## config.mk

```make
export PLATFORM = sky130hd
export DESIGN_NAME = writeback_unit
export DESIGN_NICKNAME = d
export VERILOG_FILES = /design/src/rtl/writeback_unit.sv
export SDC_FILE = /design/constraint.sdc
export NUM_CORES = 1
export LEC_CHECK = 0
export CAP_MARGIN = 20
export CORE_AREA = 5 5 184 186
export CTS_BUF_LIST = sky130_fd_sc_hd__clkbuf_8 sky130_fd_sc_hd__clkbuf_16
export DETAILED_ROUTE_END_ITERATION = 10
export DIE_AREA = 0 0 189 191
export PLACE_DENSITY = 0.53
export SYNTH_ARGS = -nofsm -noshare
export SYNTH_HDL_FRONTEND = slang
export SYNTH_SLANG_ARGS = --single-unit
```

## constraint.sdc

```tcl
create_clock -name clk -period 2.32 [get_ports clk]
set_clock_uncertainty 0.1 [all_clocks]
set_input_delay 0.696 -clock clk [delete_from_list [all_inputs] [get_ports clk]]
set_output_delay 0.696 -clock clk [all_outputs]
set_load 0.005 [all_outputs]
```

## src/rtl/writeback_unit.sv

```systemverilog
`default_nettype none
// ============================================================================
// Module      : writeback_unit
// Description : Y86-64 SEQ write-back stage. Accepts one retired instruction
//               through a valid/ready handshake, derives dstE/dstM and puts
//               the E write and then the M write onto the single
//               register-file write port. Invalid icodes raise a sticky error.
//               Optional macro WB_BYPASS_EN forwards the in-flight write onto
//               the decode read data (fwd_val1/fwd_val2).
// Revision    : 1.0 - initial release
// ============================================================================
module writeback_unit #(
  parameter int DATA_W = 64,
  parameter int REG_W  = 4,
  parameter int RSP_ID = 4,
  parameter int NO_REG = 15
) (
  input  logic              clk,
  input  logic              reset,
  input  logic              in_valid,
  output logic              in_ready,
  input  logic [3:0]        icode,
  input  logic [3:0]        ifun,
  input  logic [REG_W-1:0]  rA,
  input  logic [REG_W-1:0]  rB,
  input  logic              Cnd,
  input  logic [DATA_W-1:0] valE,
  input  logic [DATA_W-1:0] valM,
  output logic              wrEn,
  output logic [REG_W-1:0]  registernumber_write,
  output logic [DATA_W-1:0] val_write,
  output logic              wb_done,
  output logic              error,
  input  logic [REG_W-1:0]  rd_reg1,
  input  logic [REG_W-1:0]  rd_reg2,
  input  logic [DATA_W-1:0] rf_val1,
  input  logic [DATA_W-1:0] rf_val2,
  output logic [DATA_W-1:0] fwd_val1,
  output logic [DATA_W-1:0] fwd_val2
);

  localparam logic [REG_W-1:0] C_NO_REG = REG_W'(NO_REG);
  localparam logic [REG_W-1:0] C_RSP    = REG_W'(RSP_ID);

  typedef enum logic [1:0] {
    ST_IDLE = 2'd0,
    ST_WR_E = 2'd1,
    ST_WR_M = 2'd2,
    ST_DONE = 2'd3
  } state_t;

  state_t              state_q, state_d;
  logic                wr_en_q, wr_en_d;
  logic [REG_W-1:0]    reg_wr_q, reg_wr_d;
  logic [DATA_W-1:0]   val_wr_q, val_wr_d;
  logic                wb_done_q, wb_done_d;
  logic                error_q, error_d;
  logic [REG_W-1:0]    dst_m_q, dst_m_d;
  logic [DATA_W-1:0]   val_m_q, val_m_d;

  logic [REG_W-1:0]    w_dst_e;
  logic [REG_W-1:0]    w_dst_m;
  logic                w_bad;
  logic                w_accept;

  // ifun only matters to execute; the cmov outcome already arrives in Cnd.
  logic unused_ifun;
  assign unused_ifun = ^ifun;

  assign in_ready = (state_q == ST_IDLE) && !error_q;
  assign w_accept = in_valid && in_ready;

  // Destination decode of the instruction presented on the input side.
  always_comb begin
    w_dst_e = C_NO_REG;
    w_dst_m = C_NO_REG;
    w_bad   = 1'b0;
    case (icode)
      4'h2:                w_dst_e = Cnd ? rB : C_NO_REG;
      4'h3, 4'h6:          w_dst_e = rB;
      4'h8, 4'h9, 4'hA:    w_dst_e = C_RSP;
      4'hB: begin
        w_dst_e = C_RSP;
        w_dst_m = rA;
      end
      4'h5:                w_dst_m = rA;
      4'hC, 4'hD, 4'hE, 4'hF: w_bad = 1'b1;
      default: ;
    endcase
  end

  // Next state plus the registered outputs belonging to the state being entered.
  always_comb begin
    state_d   = state_q;
    wr_en_d   = 1'b0;
    reg_wr_d  = C_NO_REG;
    val_wr_d  = '0;
    wb_done_d = 1'b0;
    error_d   = error_q;
    dst_m_d   = dst_m_q;
    val_m_d   = val_m_q;
    case (state_q)
      ST_IDLE: begin
        if (w_accept) begin
          if (w_bad) begin
            error_d = 1'b1;
          end else begin
            dst_m_d = w_dst_m;
            val_m_d = valM;
            if (w_dst_e != C_NO_REG) begin
              state_d  = ST_WR_E;
              wr_en_d  = 1'b1;
              reg_wr_d = w_dst_e;
              val_wr_d = valE;
            end else if (w_dst_m != C_NO_REG) begin
              state_d  = ST_WR_M;
              wr_en_d  = 1'b1;
              reg_wr_d = w_dst_m;
              val_wr_d = valM;
            end else begin
              state_d   = ST_DONE;
              wb_done_d = 1'b1;
            end
          end
        end
      end
      ST_WR_E: begin
        if (dst_m_q != C_NO_REG) begin
          state_d  = ST_WR_M;
          wr_en_d  = 1'b1;
          reg_wr_d = dst_m_q;
          val_wr_d = val_m_q;
        end else begin
          state_d   = ST_DONE;
          wb_done_d = 1'b1;
        end
      end
      ST_WR_M: begin
        state_d   = ST_DONE;
        wb_done_d = 1'b1;
      end
      ST_DONE: state_d = ST_IDLE;
      default: state_d = ST_IDLE;
    endcase
  end

  // State and output registers; reset drops any pending write.
  always_ff @(posedge clk) begin
    if (reset) begin
      state_q   <= ST_IDLE;
      wr_en_q   <= 1'b0;
      reg_wr_q  <= C_NO_REG;
      val_wr_q  <= '0;
      wb_done_q <= 1'b0;
      error_q   <= 1'b0;
      dst_m_q   <= C_NO_REG;
      val_m_q   <= '0;
    end else begin
      state_q   <= state_d;
      wr_en_q   <= wr_en_d;
      reg_wr_q  <= reg_wr_d;
      val_wr_q  <= val_wr_d;
      wb_done_q <= wb_done_d;
      error_q   <= error_d;
      dst_m_q   <= dst_m_d;
      val_m_q   <= val_m_d;
    end
  end

  assign wrEn                 = wr_en_q;
  assign registernumber_write = reg_wr_q;
  assign val_write            = val_wr_q;
  assign wb_done              = wb_done_q;
  assign error                = error_q;

`ifdef WB_BYPASS_EN
  // Same-cycle forward of the value currently being written.
  always_comb begin
    fwd_val1 = rf_val1;
    fwd_val2 = rf_val2;
    if (wr_en_q && (reg_wr_q == rd_reg1) && (rd_reg1 != C_NO_REG)) fwd_val1 = val_wr_q;
    if (wr_en_q && (reg_wr_q == rd_reg2) && (rd_reg2 != C_NO_REG)) fwd_val2 = val_wr_q;
  end
`else
  // Without bypass the register-file read data passes straight through.
  logic unused_rd;
  assign unused_rd = ^{rd_reg1, rd_reg2};
  assign fwd_val1  = rf_val1;
  assign fwd_val2  = rf_val2;
`endif

endmodule
`default_nettype wire
```

# [After elaboration in Yosys (flattened, before gate mapping)]
# Cells that the tools add are included.
# Widths: inputs -> output; s select.
[totals] output_inout_bits=200 register_bits=141 elab_cells=74
[op_classes] reduce_logical=11 n_bitwise=1 n_mux=34 n_eq_ne=20
[op_table] cell="$mux 64" count=5
[op_table] cell="$pmux 64 s2" count=1
[op_table] cell="$eq 4x4->1 const B" count=8
[op_table] cell="$mux 4" count=7
[op_table] cell="$mux 1" count=13
[op_table] cell="$ne 4x4->1 const B" count=3
[op_table] cell="$pmux 4 s3" count=1
[op_table] cell="$eq 4x2->1 const B" count=2
[op_table] cell="$eq 4x3->1 const B" count=2
[op_table] cell="$pmux 2 s4" count=1
[op_table] cell="$pmux 4 s2" count=1
[op_table] cell="$reduce_or 4->1" count=2
[op_table] cell="$mux 2" count=3
[op_table] cell="$reduce_and 3->1" count=2
[op_table] cell="$eq 2x2->1 const B" count=2
[op_table] cell="$ne 2x2->1 const B" count=2
[op_table] cell="$reduce_or 2->1" count=2
[op_table] cell="$pmux 1 s3" count=1
[op_table] cell="$eq 2x1->1 const B" count=1
[op_table] cell="$logic_and 1x1->1" count=2
[op_table] cell="$logic_not 2->1" count=1
[op_table] cell="$pmux 1 s2" count=1
[op_table] cell="$reduce_and 2->1" count=1
[op_table] cell="$logic_not 1->1" count=1
[op_table] cell="$not 1->1" count=1

# [Longest topological paths before layout]
[depth] ltp_word=9 mapped_depth=8 depth_no_buf=6

# [Worst setup path before layout]
# OpenSTA, ideal clock, no wires.
[synth_timing] path_type="input to register" start="input port icode[3]" end="register val_wr_q[60], in the netlist val_write[60]" t_arrival_ns=2.098 path_slack_ns=0.000 path_buffers=2 path_stages=6 setup_ns=0.122 path_cell_list="buf_6 or4_4 o311ai_4 a21oi_4 buf_6 a221o_1"
[synth_between] elab_chain_len=9
[synth_lines] item="start: declaration" line_no="22" text="input logic [3:0] icode,"
[synth_lines] item="$eq 4x3->1 / $eq 4x4->1 (equally long branches)" line_no="78" text="case (icode)"
[synth_lines] item="$reduce_or 2->1 (no line)"
[synth_lines] item="$mux 4" line_no="78"
[synth_lines] item="$ne 4x4->1" line_no="115" text="end else if (w_dst_m != C_NO_REG) begin"
[synth_lines] item="$mux 64" line_no="115"
[synth_lines] item="$mux 64" line_no="110" text="if (w_dst_e != C_NO_REG) begin"
[synth_lines] item="$mux 64 *" line_no="105" text="if (w_bad) begin"
[synth_lines] item="$mux 64 *" line_no="104" text="if (w_accept) begin"
[synth_lines] item="$pmux 64 s2 *" line_no="102" text="case (state_q)"
[synth_lines] item="end signal: assignment" line_no="162" text="val_wr_q <= val_wr_d;"
[synth_lines] item="end: declaration" line_no="55" text="logic [DATA_W-1:0] val_wr_q, val_wr_d;"
# Mark *: on every way between the ends. The rest lies on a longest branch, timed or not.
# A chain may end at the register's enable or synchronous reset.

# [Final worst setup path]
[layout_timing] start="input port icode[3]" end="register val_wr_q[22], in the netlist val_write[22]"
# Same word-level chain as after synthesis.

==> impl_summary.md <==
Power
The analysis attributes to cell leakage a power of 3.35 nW. The largest voltage drop on the vdd net is 414 uV. The fraction of power spent switching nets is 25.6%. Combinational logic is responsible for 19.1% of the overall power.

The internal power of the cells totals 0.00532 W. The sequential share of power is 38.3%. Power spread over the standard cell area amounts to 788 mW/mm^2. The proportion of power drawn by the clock network is 42.6%. The net switching power of the design is 0.00183 W. The design draws 0.00715 W.

Clock network
The clock latency of the later-clocked register in the worst-skew pair is 0.43 ns. The number of hold buffers added after CTS was 0. The clock edge transition at the registers on the reported setup and hold paths is 0.06 ns. The CTS tree is built. The root buffer cell chosen for the clock tree is sky130_fd_sc_hd__clkbuf_16.

The longest clock path from root to sink contains 2 buffers. The H-tree was split into 4 levels. The clock buffer count from CTS is 17. The tree built by TritonCTS fans out to 141 sinks.

Min path
In this run the most critical hold path is launched from val_m_q[26]. The worst hold endpoint is val_m_q[26]. Along the worst hold path, the cell count comes to 2. The tightest min-delay check is of the reg2reg type.

Synth
The portion of synthesized cell area occupied by the leading cell type is 43.9%. Synthesis instantiated 46 different standard cells from the library. Counting flops with a built-in enable in the synthesized netlist gives 0. The most used flip-flop cell after synthesis is sky130_fd_sc_hd__dfxtp_1. Summing the sequential cell areas from Yosys gives 43.9% of the chip area.

Synthesis handed over a netlist of 715 instances. During synthesis, Yosys emitted a total of 0 warnings. The number of nets produced by synthesis is 1,003. The largest area contributor in the netlist is sky130_fd_sc_hd__dfxtp_1.

The number of synthesized register bits is 141. A synthesized cell averages 8.99 sq um. Yosys attributes the largest share of cell area to sky130_fd_sc_hd__dfxtp_1 44%, sky130_fd_sc_hd__buf_4 15%, sky130_fd_sc_hd__a221o_1 9.3%, sky130_fd_sc_hd__nand2_1 7.5%, sky130_fd_sc_hd__and2_1 5.9%.

The synthesized netlist occupies a cell area of 0.00643 sq mm. In the synthesized netlist the async set-or-reset flop fraction comes to 0%.

Drt
The routed layout has 5,370 vias. The wire length after detailed routing is 25.8 mm. The per-cell via count in the routed design is 4.33. In this run the remaining antenna-violating nets after routing total 0.

The number of remaining DRC errors is 0. The average detailed-routed wire length per instance is 20.8 um. For this run, the detailed router's first-pass iteration total came to 4. The first routing iteration left 244 violations.

STA
Subtracting the final worst setup slack from the clock period gives 2.29 ns. Across all hold checks on the routed design, the worst slack comes to 0.347 ns. The fmax is 438 MHz. The number of max-slew violations in the final report is 0. The fraction of the cycle the final worst path needs is 98.5%. Setup repair after global routing left no endpoint under its margin. Setup violations remaining at the end of the flow were counted as 0. The final number of hold-violating endpoints is 0.

The transition time at the pin with the least slew margin is 0.774 ns. The relative slew slack is 48.4%.

Worst setup path
Of all nets on the critical path, the largest fanout is 9. The category of the worst setup path launch point is an input pin. The capturing element type of the critical path is a flop.

In this run the critical register-to-register path is captured at val_m_q[12]. The startpoint of the worst-slack reg-to-reg timing path is state_q[0]. The largest individual stage delay along the critical path comes from the cell sky130_fd_sc_hd__or4_4. The signal on the critical path passes through dlygate4sd2_1 -> or4_4 -> o311ai_4 -> a21oi_4 -> buf_12 -> bufbuf_16 -> a221o_1. The maximum single-stage delay on the critical path is 0.55 ns. The register-to-register setup slack is 0.30 ns.

The cell depth of the worst flop-to-flop path is 8. Data arrives at the worst endpoint at 2.49 ns. The worst setup path is of the in2reg kind. Data on the critical path is required at its endpoint by 2.52 ns.

Die
The core area is 0.0321 sq mm. The floorplan step defined a die boundary enclosing 0.0361 sq mm. The number of top-level design ports is 484.

The die is 189 um wide. From bottom edge to top edge, the die measures 191 um. The effective utilization at floorplan is 20.0%. The site row count is 66.

Placement
The placed wire-length estimate after detailed placement is 19.0 mm. The number of port buffers is 215. The global placer's final weighted congestion is 0.800.

Run status
The flow ran to the end, and the final reports show no timing, DRC or antenna violations.

Flow run
The number of max-capacitance violations reported is 0.

Final layout
The sequential cells in the finished layout cover a total of 0.00283 sq mm. The multi-input combinational cells in the finished layout cover a total of 0.00243 sq mm. The share of post-route cells with drive strength above 1 is 11.7%.

The repair_antennas step left the layout with diodes totalling 0. The number of nets in the final layout is 1,109. The layout has 3,408 filler cells. The area overhead of the layout relative to synthesis is 41.0%.

Global route
The first global-routing pass estimated 36.9 mm of wire. The initial antenna violation count came to 1. The via count of the first global-routing pass is 5,427. Entering global routing, the biggest net connects 65 pins. For this run, the total global-route usage over all layers was measured as 13.8%. After global routing the overflow that remains totals 0.
-- flip-flops by register name (all words and copies together), names as in the netlist --
signal,count
val_write,64
error,1
val_m_q,64
wb_done,1
state_q,2
registernumber_write,4
wrEn,1
dst_m_q,4
-- cells in the mapped netlist (2+ instances only) --
cell type,instances
sky130_fd_sc_hd__and4_1,2
sky130_fd_sc_hd__nand3_1,3
sky130_fd_sc_hd__nand2_1,129
sky130_fd_sc_hd__clkbuf_1,25
sky130_fd_sc_hd__o2bb2ai_1,7
sky130_fd_sc_hd__buf_1,7
sky130_fd_sc_hd__a221o_1,60
sky130_fd_sc_hd__a31oi_1,2
sky130_fd_sc_hd__buf_4,132
sky130_fd_sc_hd__dfxtp_1,141
sky130_fd_sc_hd__and2_1,61
sky130_fd_sc_hd__a21oi_1,68
sky130_fd_sc_hd__or2_2,2
sky130_fd_sc_hd__buf_6,7
sky130_fd_sc_hd__a22oi_1,7
sky130_fd_sc_hd__nor2_1,10
sky130_fd_sc_hd__a31o_2,2
sky130_fd_sc_hd__nor3_1,5
sky130_fd_sc_hd__ha_1,4
sky130_fd_sc_hd__inv_1,4
sky130_fd_sc_hd__buf_2,3
sky130_fd_sc_hd__nor2b_1,3
sky130_fd_sc_hd__o21ai_0,8
-- placed cells by master, fill, tap and decap left out, types with 6 or more instances in the layout --
cell,instances
sky130_fd_sc_hd__dfxtp_1,139
sky130_fd_sc_hd__a221o_1,60
sky130_fd_sc_hd__o2bb2ai_1,7
sky130_fd_sc_hd__clkbuf_16,17
sky130_fd_sc_hd__clkdlybuf4s50_1,206
sky130_fd_sc_hd__and2_1,61
sky130_fd_sc_hd__o21ai_0,7
sky130_fd_sc_hd__buf_4,34
sky130_fd_sc_hd__buf_12,6
sky130_fd_sc_hd__nand2_1,129
sky130_fd_sc_hd__nor2_1,9
sky130_fd_sc_hd__a22oi_1,7
sky130_fd_sc_hd__dlygate4sd2_1,7
sky130_fd_sc_hd__a21oi_1,68
-- cell families (layout without fill, tap and decap cells) --
| logic type | after synthesis | after routing | share of synthesized area, % |
|---|---|---|---|
| simple gates | 225 | 225 | 16.8 |
| compound gates | 167 | 167 | 19.6 |
| buf+inv | 178 | 295 | 19.0 |
| flops | 141 | 141 | 43.9 |
| fa+ha+maj | 4 | 4 | 0.779 |
-- power groups by stage --
stage          clock (W)  combinational (W)  sequential (W)
6_report         0.00304            0.00137         0.00274
4_1_cts          0.00313            0.00140         0.00274
3_3_place_gp           0            0.00132         0.00278
5_1_grt          0.00322            0.00150         0.00276
2_1_floorplan          0           0.000762         0.00277
3_5_place_dp           0            0.00134         0.00279
-- worst max-delay path: cells and delay by family --
family          cells  cell delay, ns
buf+inv             3            0.70
simple gates        1            0.55
compound gates      3            0.54
-- layout make-up --
cell class	count	area share [%]
clock buffer	19	5.00
clock inverter	11	2.11
inverter	4	0.166
multi-input combinational	396	26.8
sequential	141	31.2
tap	408	5.63
timing repair buffer	261	29.2
-- routing by layer --
layer | track usage, % | part of all wire [%] | up-vias
met4 | 3.92 | 1.9 | 0
met2 | 25.8 | 54 | 278
met5 | 0 | 0 | -
met3 | 7.51 | 11 | 61
met1 | 13.0 | 33 | 2481
li1 | - | - | 2550
-- through the flow --
stage / cells / util, % / setup WS [ns] / instance area (sq um) / setup TNS (ns)
2_1_floorplan: 715 / - / 0.000334 / 6430 / 0
3_3_place_gp: 1201 / 25.6 / -0.516 / 8240 / -60.21
3_5_place_dp: 1201 / 25.6 / -0.545 / 8240 / -63.82
4_1_cts: 1240 / 28.2 / 0.0116 / 9070 / 0
5_1_grt: 1240 / 28.2 / 0.00156 / 9070 / 0
6_report: 1240 / 28.2 / 0.0347 / 9070 / 0
-- how the worst max path moves through the flow --
stage | from | endpoint | depth (start not counted)
CTS | in_valid | val_write[45] | 8
global route | in_valid | val_write[49] | 8
floorplan | icode[3] | val_write[60] | 6
detailed placement | icode[2] | val_write[30] | 7
finish | icode[3] | val_write[22] | 7
global placement | icode[2] | val_write[11] | 7
-- repair_timing --
item / CTS / global route
setup buffers: 5 / 0
gates cloned: 4 / 0
gates resized for setup: 19 / 6
pin swaps: 1 / 3
setup endpoints to repair: 72 / 25
No activity file was read; power rests on OpenSTA's default activity.
